**config.mk**
```make
export PLATFORM = sky130hd
export DESIGN_NAME = qrisc32_mem_arbiter_flat
export DESIGN_NICKNAME = d
export VERILOG_FILES = /design/src/rtl/qrisc32_pkg.sv /design/src/rtl/avalon_port.sv /design/src/rtl/qrisc32_mem_arbiter.sv /design/src/flat_wrapper.sv
export SDC_FILE = /design/constraint.sdc
export NUM_CORES = 1
export LEC_CHECK = 0
export BUFFER_PORTS_ARGS = -buffer_cell sky130_fd_sc_hd__buf_2
export CAP_MARGIN = 20
export CORE_AREA = 2 2 118 120
export DETAILED_ROUTE_END_ITERATION = 8
export DIE_AREA = 0 0 120 122
export GPL_TIMING_DRIVEN = 0
export HOLD_SLACK_MARGIN = 0.08
export PLACE_DENSITY = 0.44
export RECOVER_POWER = 50
export SETUP_SLACK_MARGIN = 0.2
export SLEW_MARGIN = 20
export SYNTH_ARGS = -nofsm -noshare
export SYNTH_HDL_FRONTEND = slang
export SYNTH_SLANG_ARGS = --single-unit
```
**constraint.sdc**
```tcl
create_clock -name clk -period 1.75 [get_ports clk]
set_input_delay 0 -clock clk [delete_from_list [all_inputs] [get_ports clk]]
set_output_delay 0 -clock clk [all_outputs]
set_load 0.02 [all_outputs]
```
**src/rtl/qrisc32_pkg.sv**
```systemverilog
// qrisc32_pkg
//   Shared types and defaults for the qrisc32 memory arbiter.
//   arb_state_t          : arbiter FSM state encoding
//   ARB_DEF_MAX_D_BURST  : default number of consecutive data grants
//                          before a forced instruction grant (fairness build)
package qrisc32_pkg;

  typedef enum logic [1:0] {
    ARB_IDLE   = 2'd0,
    ARB_LOCK_I = 2'd1,
    ARB_LOCK_D = 2'd2
  } arb_state_t;

  localparam int ARB_DEF_MAX_D_BURST = 4;

endpackage

```
**src/rtl/avalon_port.sv**
```systemverilog
// avalon_port
//   Minimal Avalon-MM style bundle shared by the pipeline masters and memory.
//   address_r, rd, wr, data_w : master -> slave
//   data_r, wait_req          : slave -> master
//   modport mst : the side issuing requests
//   modport slv : the side answering requests
interface avalon_port #(
  parameter int AW = 32,
  parameter int DW = 32
);
  logic [AW-1:0] address_r;
  logic          rd;
  logic          wr;
  logic [DW-1:0] data_w;
  logic [DW-1:0] data_r;
  logic          wait_req;

  modport mst (output address_r, output rd, output wr, output data_w,
               input  data_r,    input  wait_req);
  modport slv (input  address_r, input  rd, input  wr, input  data_w,
               output data_r,    output wait_req);
endinterface

```
**src/rtl/qrisc32_mem_arbiter.sv**
```systemverilog
// qrisc32_mem_arbiter
//   Shares one memory port between the IF stage (instruction reads) and the
//   MEM stage (data reads/writes). Data wins by default; a transfer stalled
//   by the memory keeps ownership until it completes. The losing requester
//   sees wait_req=1 and stalls through its normal wait path.
//
//   Ports
//     clk        : clock
//     areset_n   : asynchronous active-low reset
//     avm_instr  : slave side facing IF  (address_r, rd in; data_r, wait_req out)
//     avm_data   : slave side facing MEM (address_r, rd, wr, data_w in; data_r, wait_req out)
//     avm_mem    : master side facing memory
//     grant_data : 1 while the data master owns avm_mem
//
//   Build option
//     QRISC32_ARB_FAIRNESS_EN : after MAX_D_BURST consecutive data transfers
//     with IF waiting, the next idle-state grant goes to IF.
//
//   state      | meaning
//   -----------+-----------------------------------------------------
//   ARB_IDLE   | no held transfer; winner picked combinationally
//   ARB_LOCK_I | IF transfer stalled by memory; IF keeps the port
//   ARB_LOCK_D | MEM transfer stalled by memory; MEM keeps the port
module qrisc32_mem_arbiter
  import qrisc32_pkg::*;
#(
  parameter int AW          = 32,
  parameter int DW          = 32,
  parameter int MAX_D_BURST = ARB_DEF_MAX_D_BURST
) (
  input  logic    clk,
  input  logic    areset_n,
  avalon_port.slv avm_instr,
  avalon_port.slv avm_data,
  avalon_port.mst avm_mem,
  output logic    grant_data
);

  arb_state_t    state;
  arb_state_t    state_nxt;
  logic          instr_req;
  logic          data_req;
  logic          own_i;
  logic          own_d;
  logic          force_instr;
  logic [AW-1:0] mem_addr;
  logic [DW-1:0] mem_wdata;
  logic          mem_rd;
  logic          mem_wr;
  logic          i_wait;
  logic          d_wait;
  logic [DW-1:0] rdata_bcast;
  logic          gnt_d;

  // IF never writes; its write-side signals are intentionally ignored.
  logic unused_instr_wr_side;
  assign unused_instr_wr_side = avm_instr.wr ^ (^avm_instr.data_w);

`ifdef QRISC32_ARB_FAIRNESS_EN
  localparam int SW = $clog2(MAX_D_BURST + 1);
  logic [SW-1:0] d_streak;
  logic          done_i;
  logic          done_d;
`else
  localparam int UNUSED_MAX_D_BURST = MAX_D_BURST;
`endif

  always_comb begin
    instr_req   = avm_instr.rd;
    data_req    = avm_data.rd | avm_data.wr;
    own_i       = 1'b0;
    own_d       = 1'b0;
    force_instr = 1'b0;
`ifdef QRISC32_ARB_FAIRNESS_EN
    force_instr = instr_req && (d_streak == SW'(MAX_D_BURST));
`endif
    case (state)
      ARB_IDLE: begin
        if (data_req && !force_instr) own_d = 1'b1;
        else if (instr_req)           own_i = 1'b1;
      end
      // A locked owner that drops its request releases the port with no
      // grant to anyone this cycle, so the memory sees rd=wr=0.
      ARB_LOCK_I: own_i = instr_req;
      ARB_LOCK_D: own_d = data_req;
      default: ;
    endcase

    // Reset masks ownership asynchronously so outputs settle without clk.
    if (!areset_n) begin
      own_i = 1'b0;
      own_d = 1'b0;
    end

    mem_addr  = '0;
    mem_wdata = '0;
    mem_rd    = 1'b0;
    mem_wr    = 1'b0;
    if (own_d) begin
      mem_addr  = avm_data.address_r;
      mem_wdata = avm_data.data_w;
      mem_rd    = avm_data.rd;
      mem_wr    = avm_data.wr;
    end else if (own_i) begin
      mem_addr  = avm_instr.address_r;
      mem_rd    = avm_instr.rd;
    end

    i_wait = own_i ? avm_mem.wait_req : instr_req;
    d_wait = own_d ? avm_mem.wait_req : data_req;
    rdata_bcast = avm_mem.data_r;
    if (!areset_n) begin
      i_wait      = 1'b1;
      d_wait      = 1'b1;
      rdata_bcast = '0;
    end
    gnt_d = own_d;

    state_nxt = ARB_IDLE;
    if (own_i && avm_mem.wait_req)      state_nxt = ARB_LOCK_I;
    else if (own_d && avm_mem.wait_req) state_nxt = ARB_LOCK_D;

`ifdef QRISC32_ARB_FAIRNESS_EN
    done_i = own_i && !avm_mem.wait_req;
    done_d = own_d && !avm_mem.wait_req;
`endif
  end

  always_ff @(posedge clk or negedge areset_n) begin
    if (!areset_n) begin
      state <= ARB_IDLE;
`ifdef QRISC32_ARB_FAIRNESS_EN
      d_streak <= '0;
`endif
    end else begin
      state <= state_nxt;
`ifdef QRISC32_ARB_FAIRNESS_EN
      if (done_i)
        d_streak <= '0;
      else if (done_d && instr_req && (d_streak != SW'(MAX_D_BURST)))
        d_streak <= d_streak + 1'b1;
`endif
    end
  end

  assign avm_mem.address_r  = mem_addr;
  assign avm_mem.data_w     = mem_wdata;
  assign avm_mem.rd         = mem_rd;
  assign avm_mem.wr         = mem_wr;
  assign avm_instr.wait_req = i_wait;
  assign avm_data.wait_req  = d_wait;
  assign avm_instr.data_r   = rdata_bcast;
  assign avm_data.data_r    = rdata_bcast;
  assign grant_data         = gnt_d;

endmodule

```
**src/flat_wrapper.sv**
```systemverilog
// flat-port wrapper written by rule: the top's interface ports become plain ports
module qrisc32_mem_arbiter_flat import qrisc32_pkg::*;
#(
  parameter int AW          = 32,
  parameter int DW          = 32,
  parameter int MAX_D_BURST = ARB_DEF_MAX_D_BURST
)
  (clk, areset_n, grant_data, avm_instr_address_r, avm_instr_rd, avm_instr_wr, avm_instr_data_w, avm_instr_data_r, avm_instr_wait_req, avm_data_address_r, avm_data_rd, avm_data_wr, avm_data_data_w, avm_data_data_r, avm_data_wait_req, avm_mem_address_r, avm_mem_rd, avm_mem_wr, avm_mem_data_w, avm_mem_data_r, avm_mem_wait_req);
  avalon_port #(.AW(AW), .DW(DW)) avm_instr_i ();
  avalon_port #(.AW(AW), .DW(DW)) avm_data_i ();
  avalon_port #(.AW(AW), .DW(DW)) avm_mem_i ();
  input  logic clk;
  input  logic areset_n;
  output logic grant_data;
  input wire logic [$bits(avm_instr_i.address_r)-1:0] avm_instr_address_r;
  input wire logic [$bits(avm_instr_i.rd)-1:0] avm_instr_rd;
  input wire logic [$bits(avm_instr_i.wr)-1:0] avm_instr_wr;
  input wire logic [$bits(avm_instr_i.data_w)-1:0] avm_instr_data_w;
  output wire logic [$bits(avm_instr_i.data_r)-1:0] avm_instr_data_r;
  output wire logic [$bits(avm_instr_i.wait_req)-1:0] avm_instr_wait_req;
  input wire logic [$bits(avm_data_i.address_r)-1:0] avm_data_address_r;
  input wire logic [$bits(avm_data_i.rd)-1:0] avm_data_rd;
  input wire logic [$bits(avm_data_i.wr)-1:0] avm_data_wr;
  input wire logic [$bits(avm_data_i.data_w)-1:0] avm_data_data_w;
  output wire logic [$bits(avm_data_i.data_r)-1:0] avm_data_data_r;
  output wire logic [$bits(avm_data_i.wait_req)-1:0] avm_data_wait_req;
  output wire logic [$bits(avm_mem_i.address_r)-1:0] avm_mem_address_r;
  output wire logic [$bits(avm_mem_i.rd)-1:0] avm_mem_rd;
  output wire logic [$bits(avm_mem_i.wr)-1:0] avm_mem_wr;
  output wire logic [$bits(avm_mem_i.data_w)-1:0] avm_mem_data_w;
  input wire logic [$bits(avm_mem_i.data_r)-1:0] avm_mem_data_r;
  input wire logic [$bits(avm_mem_i.wait_req)-1:0] avm_mem_wait_req;
  assign avm_instr_i.address_r = avm_instr_address_r;
  assign avm_instr_i.rd = avm_instr_rd;
  assign avm_instr_i.wr = avm_instr_wr;
  assign avm_instr_i.data_w = avm_instr_data_w;
  assign avm_instr_data_r = avm_instr_i.data_r;
  assign avm_instr_wait_req = avm_instr_i.wait_req;
  assign avm_data_i.address_r = avm_data_address_r;
  assign avm_data_i.rd = avm_data_rd;
  assign avm_data_i.wr = avm_data_wr;
  assign avm_data_i.data_w = avm_data_data_w;
  assign avm_data_data_r = avm_data_i.data_r;
  assign avm_data_wait_req = avm_data_i.wait_req;
  assign avm_mem_address_r = avm_mem_i.address_r;
  assign avm_mem_rd = avm_mem_i.rd;
  assign avm_mem_wr = avm_mem_i.wr;
  assign avm_mem_data_w = avm_mem_i.data_w;
  assign avm_mem_i.data_r = avm_mem_data_r;
  assign avm_mem_i.wait_req = avm_mem_wait_req;
  qrisc32_mem_arbiter #(.AW(AW), .DW(DW), .MAX_D_BURST(MAX_D_BURST)) u_core (.clk(clk), .areset_n(areset_n), .avm_instr(avm_instr_i), .avm_data(avm_data_i), .avm_mem(avm_mem_i), .grant_data(grant_data));
endmodule
```
==> results of run 1 <==
## Yosys cell counts
| master | number | share of area (%) |
|---|---|---|
| buf_4 | 32 | 20 |
| and2_4 | 1 | 0.74 |
| o21ba_1 | 1 | 0.84 |
| dfrtp_1 | 2 | 4.2 |
| and3_1 | 34 | 18 |
| clkbuf_1 | 10 | 3.2 |
| nand2_1 | 3 | 0.95 |
| and2_1 | 33 | 17 |
| buf_6 | 8 | 7.6 |
| nor3_4 | 1 | 1.4 |
| a22o_1 | 32 | 24 |
| o22ai_1 | 1 | 0.53 |
| o31ai_1 | 1 | 0.63 |
| a21o_1 | 1 | 0.63 |
## cell type report
| cell class | instances | area, um^2 | share of cell area (%) |
|---|---|---|---|
| plain buffers | 50 | 408 | 12.3 |
| repair buffers | 278 | 1750 | 52.5 |
| clock buffers | 3 | 75.1 | 2.25 |
| multi-input cells | 108 | 823 | 24.7 |
| flip-flops and latches | 2 | 50.0 | 1.50 |
| well taps | 180 | 225 | 6.76 |
## layer usage
metal | routed length (um) | vias to the layer above | global-route usage [%]
met2 | 4250 | 145 | 17.3
li1 | - | 1109 | -
met3 | 674 | 2 | 2.11
met4 | 1 | 2 | 0.882
met5 | 16 | - | 0
met1 | 2500 | 1011 | 7.78
## power by group
part | total (mW) | switching (mW) | internal, mW | leakage [nW]
clock network | 0.340 | 0.0491 | 0.290 | 0.0370
registers | 0.0501 | 0.00186 | 0.0482 | 0.0271
logic | 0.968 | 0.479 | 0.489 | 1.82
## logic make-up after synthesis
kind of cell,after synthesis
AOI/OAI and AO/OA,36
buffers and inverters,50
DFF,2
and+or+nand+nor,72
## worst min path at each step
stage                      endpoint  slack, ps  depth (start not counted)
global placement    u_core.state[1]       -140                          1
finish              u_core.state[0]         90                          2
floorplan           u_core.state[0]       -300                          0
detailed placement  u_core.state[1]       -130                          1
CTS                 u_core.state[0]        100                          2
global route        u_core.state[0]        120                          2
## timing repair
action                     4_1_cts  5_1_grt
hold buffers                     1        0
resized for setup               59       63
setup endpoints to repair       64       64
pin swaps                       18       17
buffers inserted                 5        2
hold endpoints to repair         2        0
cloned                           1        3
## stage by stage
step	hold WS (ps)	utilization [%]	worst slack [ps]
5_1_grt	116	24.7	19.9
4_1_cts	97.4	22.8	24.7
3_5_place_dp	-130	20.3	85.2
6_report	93.3	24.7	82.1
3_3_place_gp	-141	20.3	110
2_1_floorplan	-296	-	422
==> metrics, run 1 <==
WS Path Type reg2out; Hold Path Class in2reg; family with the most delay on the worst path buffers and inverters; drt wl/cell 12.0 um; via count 2269; cell area after synthesis 1180 um^2; Post-Syn Area per Cell 7.41 um^2; biggest registers after layout u_core.state: 2 flops; Top reg by flops u_core.state; DP HPWL 5840 um; Final setup viols 0; CP required 1750 ps; I/O pins 300; final net count 610; CTS H-tree depth 1; Placed Area 2740 um^2; Slowest cell on crit path dfrtp_1; effective utilization at floorplan 8.77%; Compound-Gate Fraction of Synth Area 26.3%; layout cells sized above 1 69.2%; library cells used by synthesis 14; largest family of logic cells by synthesized area simple AND/OR/NAND/NOR gates; post-synthesis adder-cell area fraction 0%; Clock Skew 0.266 ps; Worst-Margin Slew 444 ps; pin count of the biggest net entering global routing 11; Slew Viols, Final 0; cell chain of the critical path o21ba_4, buf_8, and2_4, buf_12, clkbuf_16, a22o_1, buf_6; syn_nets 327; Detailed Route WL 7440 um; global-route wire length before repair 9560 um; YS warnings 0; Arr. time, crit path 1670 ps; Die Wd 120 um; minimum clock period 1670 ps; first-pass iteration count of the detailed router 4; reg-to-reg setup timing slack 460 ps; most common cell after layout, fill and taps aside buf_2; crit-path max cell delay 350 ps; core outline area 13500 um^2; number of cells on the critical path 7; RSZ-0062 raised after global routing true; TritonCTS buffer count 3; Overflow after GRT 0; Crit path buffers/inverters 4; clock buffer depth 2; vias in the first global route 2016; maximum clock frequency 600 MHz; pwr dens 408 nW/um^2; Relative slew margins 70.4%; area grow syn2layout 181%; drt via density 3.65; number of fill cells in the layout 1475; DRT iter0 DRCs 44; flop and latch count out of synthesis 2; Critical Path Fanout Max 7; Startpoint Class flip-flop; max reg flops 2; post-route antenna net violation count 0; xor and xnor area share after synthesis 0%; peak supply drop 0.181 mV; # DRC 0; Fin. Hold Viols 0; worst skew pair latency 220 ps; status completed; leakage power of the design 1.89 nW; die height 122 um; final period utilization 95.3%; post-synthesis mux area share 0%; placed insts 606; TritonCTS clock tree done; GP Congestion 0.692; all-layer global routing usage 8.07%; Sink Count 2; Finished Cell Area 3330 um^2; post-synthesis simple-gate area fraction 38.4%; die area 14600 um^2; Rows 43; sequential-to-total area share from yosys stat 4.22%; post-route non-filler standard cell count 621; Worst setup EP type primary output; clk slew on worst S/H paths 30 ps; Cells after Synth 160; reg2reg end u_core.state[0]; clock root cell clkbuf_16; CP Launch Point u_core.state[0]; input/output buffers 266; hold wc startpoint avm_mem_wait_req; initial antenna violation count 1; worst setup path end avm_mem_address_r[7]; commonest cells after routing, fill and taps aside buf_2 (191), buf_6 (51), clkbuf_1 (38); Total Power 1.36 mW; max_cap viols 0; R2R cell count 6; FF-to-FF Start u_core.state[0]; setup_tns 0 ps; Antenna Cells 0
Power figures use the tool's default switching activity.
==> run 2: changes to the inputs <==
--- a/config.mk
+++ b/config.mk
@@ -5,14 +5,14 @@
 export SDC_FILE = /design/constraint.sdc
 export NUM_CORES = 1
 export LEC_CHECK = 0
-export BUFFER_PORTS_ARGS = -buffer_cell sky130_fd_sc_hd__buf_2
-export CAP_MARGIN = 20
-export CORE_AREA = 2 2 118 120
+export CAP_MARGIN = 25
+export CORE_AREA = 2 2 117 119
 export DETAILED_ROUTE_END_ITERATION = 8
-export DIE_AREA = 0 0 120 122
+export DIE_AREA = 0 0 119 121
+export DONT_BUFFER_PORTS = 1
 export GPL_TIMING_DRIVEN = 0
 export HOLD_SLACK_MARGIN = 0.08
-export PLACE_DENSITY = 0.44
+export PLACE_DENSITY = 0.3
 export RECOVER_POWER = 50
 export SETUP_SLACK_MARGIN = 0.2
 export SLEW_MARGIN = 20
==> metrics, run 2 (synthesis gave the netlist of run 1 again) <==
pin count of the biggest net entering global routing 11 (unchanged); peak supply drop 0.254 mV (+40%); die height 121 um (-0.82%); core outline area 13100 um^2 (-3.1%); setup_tns 0 ps (unchanged); pwr dens 550 nW/um^2 (+35%); Final setup viols 0 (unchanged); clock root cell clkbuf_16; GP Congestion 0.755 (+9.0%); Arr. time, crit path 1550 ps (-120 ps); reg-to-reg setup timing slack 450 ps (about the same); Rows 42 (-2.3%); biggest registers after layout u_core.state: 2 flops; Clock Skew 1.01 ps (+0.746 ps); commonest cells after routing, fill and taps aside clkbuf_1 (40), and2_0 (32), and3_1 (32); R2R cell count 6 (unchanged); post-route antenna net violation count 0 (unchanged); reg2reg end u_core.state[0]; Slew Viols, Final 0 (unchanged); Top reg by flops u_core.state; Die Wd 119 um (-0.83%); Setup WS post-layout 201 ps (+119 ps); clk slew on worst S/H paths 30 ps (about the same); status completed; leakage power of the design 0.763 nW (-60%); GRT met3 Usage 2.63% (+0.52 points); Critical Path Fanout Max 9 (+2); dpl ws 183 ps (+97.7 ps); effective utilization at floorplan 9.06% (+0.28 points); FF-to-FF Start u_core.state[0]; Detailed Route WL 5430 um (-27%); Min-Delay Path Depth 1 (-1); layout cells sized above 1 30.4% (-39 points); final net count 340 (-44%); RSZ-0062 raised after global routing true; input/output buffers 0 (-100%); minimum clock period 1550 ps (-119 ps); WS Path Type reg2out; TritonCTS buffer count 3 (unchanged); DP HPWL 4360 um (-25%); via count 1287 (-43%); Hold Path Class in2out; Startpoint Class flip-flop; worst setup path end avm_mem_address_r[28]; met2 usage 13.3% (-3.9 points); area grow syn2layout 49.7%; I/O pins 300 (unchanged); TritonCTS clock tree done; CTS H-tree depth 1 (unchanged); all-layer global routing usage 5.95% (-2.1 points); Overflow after GRT 0 (unchanged); Total Power 976 uW (-28%); M1 GR Usage 4.69% (-3.1 points); vias in the first global route 1134 (-44%); CP required 1750 ps (about the same); first-pass iteration count of the detailed router 3 (-1); Antenna Cells 0 (unchanged); DRT iter0 DRCs 28 (-36%); Relative slew margins 73.5% (+3.1 points); die area 14400 um^2 (-1.6%); # DRC 0 (unchanged); Worst setup EP type primary output; Fin. Hold Viols 0 (unchanged); gr busiest metal met2; initial antenna violation count 0 (-1); global-route wire length before repair 6460 um (-32%); clock buffer depth 2 (unchanged); most common cell after layout, fill and taps aside clkbuf_1; drt via density 3.71 (+1.5%); maximum clock frequency 646 MHz (+7.7%); max reg flops 2 (unchanged); Worst-Margin Slew 397 ps (-46.2 ps); Sink Count 2 (unchanged); final period utilization 88.5% (-6.8 points); CP Launch Point u_core.state[0]; max_cap viols 0 (unchanged); drt wl/cell 15.7 um (+31%); worst skew pair latency 220 ps (about the same)
[run 2: cell types whose count changed in the layout (fill, tap and decap cells not counted), sizes merged]
cell / delta
clkbuf: +3
buf: -275
dlygate4sd3: +2
[run 2: timing repair]
item | 4_1_cts | 5_1_grt
setup endpoints to repair | 55 | 49
gates resized for setup | 43 | 7
endpoints found under the hold margin | 4 | 0
pin swaps | 11 | 19
hold buffers | 3 | 0
cloned | 0 | 2
setup buffers | 2 | 1
[run 2: metal layers]
metal  wire length, um  up-vias  part of all wire [%]
li1                  -      563                     -
met3               681        0                    13
met1              1600      569                    29
met4                 0        0                     0
met5                 0        -                     0
met2              3150      155                    58
[run 2: metrics by stage]
stage               util (%)  cells  hold WS [ps]  area, um^2
detailed placement      10.7    336          -295        1410
finish                  13.6    347           126        1770
global placement        10.7    336          -295        1410
global route            13.6    347           128        1770
floorplan                  -    160          -296        1180
CTS                     13.9    344           128        1810
[run 2: worst max-delay path: stages (launching register included)]
cell	delay [ps]
dfrtp_1	330
o21ba_4	150
buf_6	130
and2_4	140
buf_12	140
buf_12	150
a22o_4	280
[run 2: layout make-up]
type	instances	area [um^2]
fill	1472	11300
multi-input combinational	108	1030
buffer	50	285
tap	176	220
timing repair buffer	8	115
clock buffer	3	75.1
sequential	2	50.0
[run 2: how the worst min path moves through the flow]
| stage | end | slack, ps | from |
|---|---|---|---|
| after floorplan | u_core.state[0] | -300 | areset_n |
| after global placement | u_core.state[0] | -290 | areset_n |
| after detailed placement | u_core.state[0] | -290 | areset_n |
| after CTS | avm_mem_rd | 130 | avm_data_rd |
| after global routing | avm_mem_address_r[18] | 130 | avm_instr_address_r[18] |
| final | avm_mem_rd | 130 | avm_data_rd |
[run 2: power breakdown]
part / switching (mW) / internal, mW / leakage, nW
Combinational: 0.380 / 0.207 / 0.699
Sequential: 0.00145 / 0.0482 / 0.0271
Clock: 0.0489 / 0.290 / 0.0370
Total: 0.430 / 0.546 / 0.763
